[config.mk]
export PLATFORM = sky130hd
export DESIGN_NAME = uart_multi_ram_bridge
export DESIGN_NICKNAME = d
export VERILOG_FILES = /design/src/rtl/uart_bridge_pkg.sv /design/src/rtl/uart_multi_ram_bridge.sv
export SDC_FILE = /design/constraint.sdc
export NUM_CORES = 1
export LEC_CHECK = 0
export CORE_UTILIZATION = 35
export CTS_BUF_LIST = sky130_fd_sc_hd__clkbuf_8
export DETAILED_ROUTE_END_ITERATION = 8
export HOLD_SLACK_MARGIN = 0.06
export SETUP_SLACK_MARGIN = 0.05
export SYNTH_ARGS = -nofsm -noshare
export SYNTH_HDL_FRONTEND = slang
export SYNTH_SLANG_ARGS = --single-unit
[constraint.sdc]
create_clock -name clk -period 2.75 [get_ports clk]
set_input_delay 0.55 -clock clk [delete_from_list [all_inputs] [get_ports clk]]
set_output_delay 0.55 -clock clk [all_outputs]
set_load 0.05 [all_outputs]
[src/rtl/uart_bridge_pkg.sv]
// Shared definitions for the UART multi-RAM bridge.
//   RNW_BIT       : header bit selecting read (1) or write (0)
//   SLAVE_ID_BITS : width of the slave_id field in the header byte
//   state_e       : bridge frame-parser / read-sequencer states
package uart_bridge_pkg;

  localparam int unsigned RNW_BIT       = 7;
  localparam int unsigned SLAVE_ID_BITS = 7;

  typedef enum logic [3:0] {
    IDLE,
    ADDR,
    WR_DATA,
    RD_LEN,
    RD_ECHO,
    RD_REQ,
    RD_WAIT,
    RD_SEND,
    RD_HOLD
  } state_e;

endpackage

[src/rtl/uart_multi_ram_bridge.sv]
// UART frame to multi-channel RAM bridge.
// Frame: {rnw, slave_id[6:0]}, NUM_ADDR_BYTES address bytes (MSB first), then
//   write: data bytes until rx_block_timeout, one channel write per byte
//   read : one length byte L; replies echo {1, slave_id} then L+1 data bytes
// Ports:
//   clk, rst (async, active high)
//   rx_data_out/rx_data_valid/rx_block_timeout : UART receive side
//   tx_bsy (in), tx_trig/send_data (out)        : UART transmit side
//   mem_address/mem_write_data                  : shared to all channels
//   mem_write_enable/mem_read_enable            : one-hot per channel
//   mem_read_data                               : channel k in [8k+7:8k], 1-cycle latency
//   bad_slave                                   : sticky unmapped-slave flag
module uart_multi_ram_bridge #(
  parameter int NUM_ADDR_BYTES = 2,
  parameter int RAM_ADDR_BITS  = 12,
  parameter int NUM_SLAVES     = 4,
  parameter int BASE_SLAVE_ID  = 1
) (
  input  logic                      clk,
  input  logic                      rst,
  input  logic [7:0]                rx_data_out,
  input  logic                      rx_data_valid,
  input  logic                      rx_block_timeout,
  input  logic                      tx_bsy,
  output logic                      tx_trig,
  output logic [7:0]                send_data,
  output logic [RAM_ADDR_BITS-1:0]  mem_address,
  output logic [7:0]                mem_write_data,
  output logic [NUM_SLAVES-1:0]     mem_write_enable,
  output logic [NUM_SLAVES-1:0]     mem_read_enable,
  input  logic [NUM_SLAVES*8-1:0]   mem_read_data,
  output logic                      bad_slave
);

  import uart_bridge_pkg::*;

  state_e                     state_q, state_d;
  logic [RAM_ADDR_BITS-1:0]   addr_q, addr_d;
  logic [7:0]                 cnt_q, cnt_d;
  logic [7:0]                 len_q, len_d;
  logic [SLAVE_ID_BITS-1:0]   slave_q, slave_d;
  logic                       rnw_q, rnw_d;
  logic [NUM_SLAVES-1:0]      sel_q, sel_d;
  logic                       echo_sent_q, echo_sent_d;
  logic                       bad_slave_q, bad_slave_d;
  logic                       tx_trig_q, tx_trig_d;
  logic [7:0]                 send_data_q, send_data_d;
  logic [RAM_ADDR_BITS-1:0]   mem_address_q, mem_address_d;
  logic [7:0]                 mem_write_data_q, mem_write_data_d;
  logic [NUM_SLAVES-1:0]      mem_we_q, mem_we_d;
  logic [NUM_SLAVES-1:0]      mem_re_q, mem_re_d;

  logic [NUM_SLAVES-1:0]      hdr_sel;
  logic [7:0]                 rd_byte;

  // Channel decode of the incoming header; all-zero means unmapped.
  always_comb begin
    hdr_sel = '0;
    for (int unsigned k = 0; k < NUM_SLAVES; k++) begin
      hdr_sel[k] = (32'(rx_data_out[SLAVE_ID_BITS-1:0]) == 32'(BASE_SLAVE_ID) + k);
    end
  end

  // Read-data mux; an unmapped slave (sel_q all zero) yields 0x00.
  always_comb begin
    rd_byte = '0;
    for (int unsigned k = 0; k < NUM_SLAVES; k++) begin
      if (sel_q[k]) rd_byte = mem_read_data[k*8 +: 8];
    end
  end

  always_comb begin
    state_d          = state_q;
    addr_d           = addr_q;
    cnt_d            = cnt_q;
    len_d            = len_q;
    slave_d          = slave_q;
    rnw_d            = rnw_q;
    sel_d            = sel_q;
    echo_sent_d      = echo_sent_q;
    bad_slave_d      = bad_slave_q;
    tx_trig_d        = 1'b0;
    send_data_d      = send_data_q;
    mem_address_d    = mem_address_q;
    mem_write_data_d = mem_write_data_q;
    mem_we_d         = '0;
    mem_re_d         = '0;

    case (state_q)
      IDLE: begin
        if (rx_data_valid) begin
          rnw_d   = rx_data_out[RNW_BIT];
          slave_d = rx_data_out[SLAVE_ID_BITS-1:0];
          sel_d   = hdr_sel;
          addr_d  = '0;
          cnt_d   = '0;
          if (hdr_sel == '0) bad_slave_d = 1'b1;
          state_d = ADDR;
        end
      end

      ADDR: begin
        if (rx_data_valid) begin
          // Shift in MSB first; bits above RAM_ADDR_BITS fall off the top.
          addr_d = (addr_q << 8) | RAM_ADDR_BITS'(rx_data_out);
          cnt_d  = cnt_q + 8'd1;
          if (cnt_q == 8'(NUM_ADDR_BYTES - 1)) begin
            state_d = rnw_q ? RD_LEN : WR_DATA;
          end
        end
      end

      WR_DATA: begin
        if (rx_data_valid) begin
          mem_we_d         = sel_q;
          mem_address_d    = addr_q;
          mem_write_data_d = rx_data_out;
          addr_d           = addr_q + RAM_ADDR_BITS'(1);
        end
      end

      RD_LEN: begin
        if (rx_data_valid) begin
          len_d       = rx_data_out;
          echo_sent_d = 1'b0;
          state_d     = RD_ECHO;
        end
      end

      RD_ECHO: begin
        if (!echo_sent_q) begin
          if (!tx_bsy) begin
            tx_trig_d   = 1'b1;
            send_data_d = {1'b1, slave_q};
            echo_sent_d = 1'b1;
          end
        end else if (!tx_trig_q && !tx_bsy) begin
          state_d = RD_REQ;
        end
      end

      RD_REQ:  state_d = RD_WAIT;

      RD_WAIT: begin
        send_data_d = rd_byte;
        state_d     = RD_SEND;
      end

      RD_SEND: begin
        if (!tx_bsy) begin
          tx_trig_d = 1'b1;
          state_d   = RD_HOLD;
        end
      end

      RD_HOLD: begin
        // tx_bsy only rises the cycle after tx_trig, so the trigger cycle
        // itself must not be mistaken for the transmitter going idle.
        if (!tx_trig_q && !tx_bsy) begin
          addr_d = addr_q + RAM_ADDR_BITS'(1);
          if (len_q == 8'd0) begin
            state_d = IDLE;
          end else begin
            len_d   = len_q - 8'd1;
            state_d = RD_REQ;
          end
        end
      end

      default: state_d = IDLE;
    endcase

    // Read strobe is registered on entry so it is visible during RD_REQ and
    // the channel data arrives in RD_WAIT.
    if (state_d == RD_REQ && state_q != RD_REQ) begin
      mem_re_d      = sel_q;
      mem_address_d = addr_d;
    end

    // Any byte in this cycle has been handled above; timeout then wins.
    if (rx_block_timeout &&
        (state_q == IDLE || state_q == ADDR || state_q == WR_DATA || state_q == RD_LEN)) begin
      state_d = IDLE;
    end
  end

  always_ff @(posedge clk or posedge rst) begin
    if (rst) begin
      state_q          <= IDLE;
      addr_q           <= '0;
      cnt_q            <= '0;
      len_q            <= '0;
      slave_q          <= '0;
      rnw_q            <= 1'b0;
      sel_q            <= '0;
      echo_sent_q      <= 1'b0;
      bad_slave_q      <= 1'b0;
      tx_trig_q        <= 1'b0;
      send_data_q      <= '0;
      mem_address_q    <= '0;
      mem_write_data_q <= '0;
      mem_we_q         <= '0;
      mem_re_q         <= '0;
    end else begin
      state_q          <= state_d;
      addr_q           <= addr_d;
      cnt_q            <= cnt_d;
      len_q            <= len_d;
      slave_q          <= slave_d;
      rnw_q            <= rnw_d;
      sel_q            <= sel_d;
      echo_sent_q      <= echo_sent_d;
      bad_slave_q      <= bad_slave_d;
      tx_trig_q        <= tx_trig_d;
      send_data_q      <= send_data_d;
      mem_address_q    <= mem_address_d;
      mem_write_data_q <= mem_write_data_d;
      mem_we_q         <= mem_we_d;
      mem_re_q         <= mem_re_d;
    end
  end

  assign tx_trig          = tx_trig_q;
  assign send_data        = send_data_q;
  assign mem_address      = mem_address_q;
  assign mem_write_data   = mem_write_data_q;
  assign mem_write_enable = mem_we_q;
  assign mem_read_enable  = mem_re_q;
  assign bad_slave        = bad_slave_q;

endmodule
==> results.yml <==
outcome:
  outcome: "completed"
layout:
  utilization: 0.471
  syn2layout_area_growth_pct: 31.1
  num_antenna_cells: 0
  fin_nets: 651
  drive_above_1_share: 0.129
  stdcell_area_sq_mm: 0.00597
flow_run:
  drv_cap: 0
synthesis:
  synth_cells: 500
  yosys-top-cells-count: "dfrtp_1, nand2_1, a21oi_1"
  synth_compound_area_frac: 0.219
  synth_area_leaders: "dfrtp_1, a21oi_1, nand2_1, nor2_1, nor3_1"
  synth-simple-area-share: 0.222
  synth-edff-count: 0
  synth_most_common_cell: "dfrtp_1"
  async_flop_share: 1.00
  synth_top_area_frac: 0.456
  ys_ff_latch: 83
  yosys_most_used_dff: "dfrtp_1"
  yosysWarnings: 0
  avgSynthCellArea_sq_um: 9.11
  synth_top_family_by_area: "simple AND/OR/NAND/NOR gates"
  netlist_area_sq_mm: 0.00456
  ys_seq_area_frac: 0.456
  synthMuxAreaShare: 0.0308
  synth_top_cell_by_area: "dfrtp_1"
  yosys.area_share.xor_xnor: 0.00961
  synth_cell_type_count: 64
  synth_nets: 551
  synthAdderAreaFrac: 0.0165
clock_tree:
  cts_buffers: 9
  cts_tree: "yes"
  post-cts-setup-buffers: 0
  clock_latency_ns: 0.38
  cts_root_buffer: "clkbuf_8"
  clkTransAtPathRegs_ns: 0.09
  clk_path_buf_depth: 2
  hold_buffers: 0
  cts_resized: 0
  htree_num_levels: 3
  cts_sinks: 83
sta:
  final-setup-viol-count: 0
  layout_min_cycle_time_ns: 2.58
  finClkSkew_ns: 0.0113
  worst_pin_slew_ns: 0.638
  timing.slew.headroom: 0.575
  fin_crit_sh: 0.939
  drv_slew: 0
  final_hold_viol_count: 0
  max_freq_ghz: 0.387
  rsz0062_at_grt: "no"
place:
  routabilityCongestion: 0.889
  dp_hpwl_mm: 9.92
  io_buffers: 82
  place_area_sq_mm: 0.00578
global_routing:
  grt_remaining_overflow: 0
  grt_use_total: 0.209
  antenna_found_initial: 0
  grt_busiest_layer: "met2"
  grt_use_met1: 0.286
  grt_max_degree: 30
  first_global_vias: 3952
  met2_usage: 0.329
  grt_pass1_wl_mm: 21.1
  use_met3: 0.0340
setup_path:
  rrSetupSlack_ns: 0.17
  r2r-end: "mem_address[1]"
  critPathLaunch: "cnt_q[1]"
  worst-path-buf-inv: 2
  crit_chain: "inv_1 > ha_1 > or4b_1 > o31a_1 > nor3_2 > a211oi_2 > buf_4 > nor2b_1 > a221o_1"
  cpMaxStageDelayCell: "or4b_1"
  path_delay_family: "simple AND/OR/NAND/NOR gates"
  worstSetupPathType: "register to register"
  worstPathRequired_ns: 3.02
  endpoint_kind: "register"
  start_kind: "register"
  r2r_start: "cnt_q[1]"
  slowest_delay_ns: 0.50
  cp-endpoint: "mem_address[1]"
  cp_num_cells: 9
  crit_arrival_ns: 2.85
  path_max_fanout: 12
  ff2ff_path_depth: 9
floorplan:
  pin_count: 83
  start_util: 0.360
  core_area_sq_mm: 0.0127
  die_area_sq_mm: 0.0135
  die_y_um: 116
  die_w_um: 116
  rows: 41
drt:
  antenna_left: 0
  drc: 0
  wl_per_cell_um: 17.3
  via_per_inst: 5.49
  dr.pass1.iters: 5
  via_count: 4267
  first_iter_violations: 286
  wirelength_mm: 13.4
hold_path:
  hold_start: "mem_write_data[0]"
  hold_depth: 2
  hold_class: "register to register"
pwr:
  powerDensity_mw_per_mm2: 764
  ir_drop_v: 0.000490
  p_leak_uw: 0.00259
[final cells by class]
| cell class | count | area, sq um |
|---|---|---|
| tap | 172 | 215 |
| fill | 1225 | 6700 |
| clock buffer | 10 | 138 |
| inverter | 16 | 61.3 |
| sequential | 83 | 2080 |
| timing repair buffer | 123 | 1150 |
| clock inverter | 6 | 56.3 |
| multi-input combinational | 367 | 2270 |
[worst reg2reg max path: cells and delay by family, from the launching register on]
kind | cells | cell delay [ns]
AOI/OAI and AO/OA | 3 | 0.72
buffers and inverters | 2 | 0.28
and+or+nand+nor | 3 | 0.92
DFF | 1 | 0.42
adders and majority gates | 1 | 0.14
[worst min-delay path by stage]
| stage | slack [ns] | to |
|---|---|---|
| finish | 0.49 | mem_write_data[0] |
| global route | 0.51 | mem_write_data[0] |
| CTS | 0.49 | mem_write_data[0] |
| detailed placement | 0.47 | mem_write_data[0] |
| global placement | 0.46 | mem_write_data[4] |
| floorplan | 0.45 | slave_q[1] |
[routing by layer]
metal | wire length (um) | vias up
met1 | 6190 | 2076
met2 | 6280 | 141
met5 | 0 | -
met4 | 299 | 0
li1 | - | 2027
met3 | 643 | 23
[layout by cell type (no fill, tap or decap), types with 4 or more instances in the layout]
cell type,count
o22ai_1,11
nand3_1,5
clkbuf_8,10
mux2i_1,5
nand2b_1,8
a21o_1,7
buf_4,39
dfrtp_1,83
o21ai_1,11
o21ai_0,17
a221oi_1,8
ha_1,6
a221o_1,8
nand4_1,5
mux2_2,6
nor3_1,23
nor4_1,4
and3_1,10
inv_1,14
a22o_1,9
and2_1,5
a21oi_1,47
nor2b_1,14
clkdlybuf4s50_1,82
a22oi_1,6
nand2_1,54
nor2_1,43
[cells by family after synthesis]
logic type      count (synthesis)
flops                          83
mux                            13
xor+xnor                        5
buf+inv                        50
compound gates                149
simple gates                  194
fa+ha+maj                       6
[registers in the layout, summed over array words and instances (netlist names), 7 cells and up]
signal          flops
len_q               8
cnt_q               8
mem_write_data      8
slave_q             7
addr_q             12
send_data           8
mem_address        12
[stage by stage]
step	instances	power (uW)	setup slack [ns]	hold WS [ns]	setup TNS (ns)
final	777	4560	0.167	0.486	0
after global routing	777	4810	0.0646	0.511	0
after CTS	777	4600	0.181	0.492	0
after detailed placement	761	3700	-0.150	0.469	-1.36
after global placement	761	3670	-0.0764	0.462	-0.402
after floorplan	500	2980	0.0632	0.450	0
[where the power goes]
| part | total, uW | switching [uW] | internal (uW) |
|---|---|---|---|
| registers | 1790 | 264 | 1530 |
| logic | 1890 | 1160 | 723 |
| clock network | 880 | 507 | 373 |
Note: power is estimated with default switching activity, not from simulation.
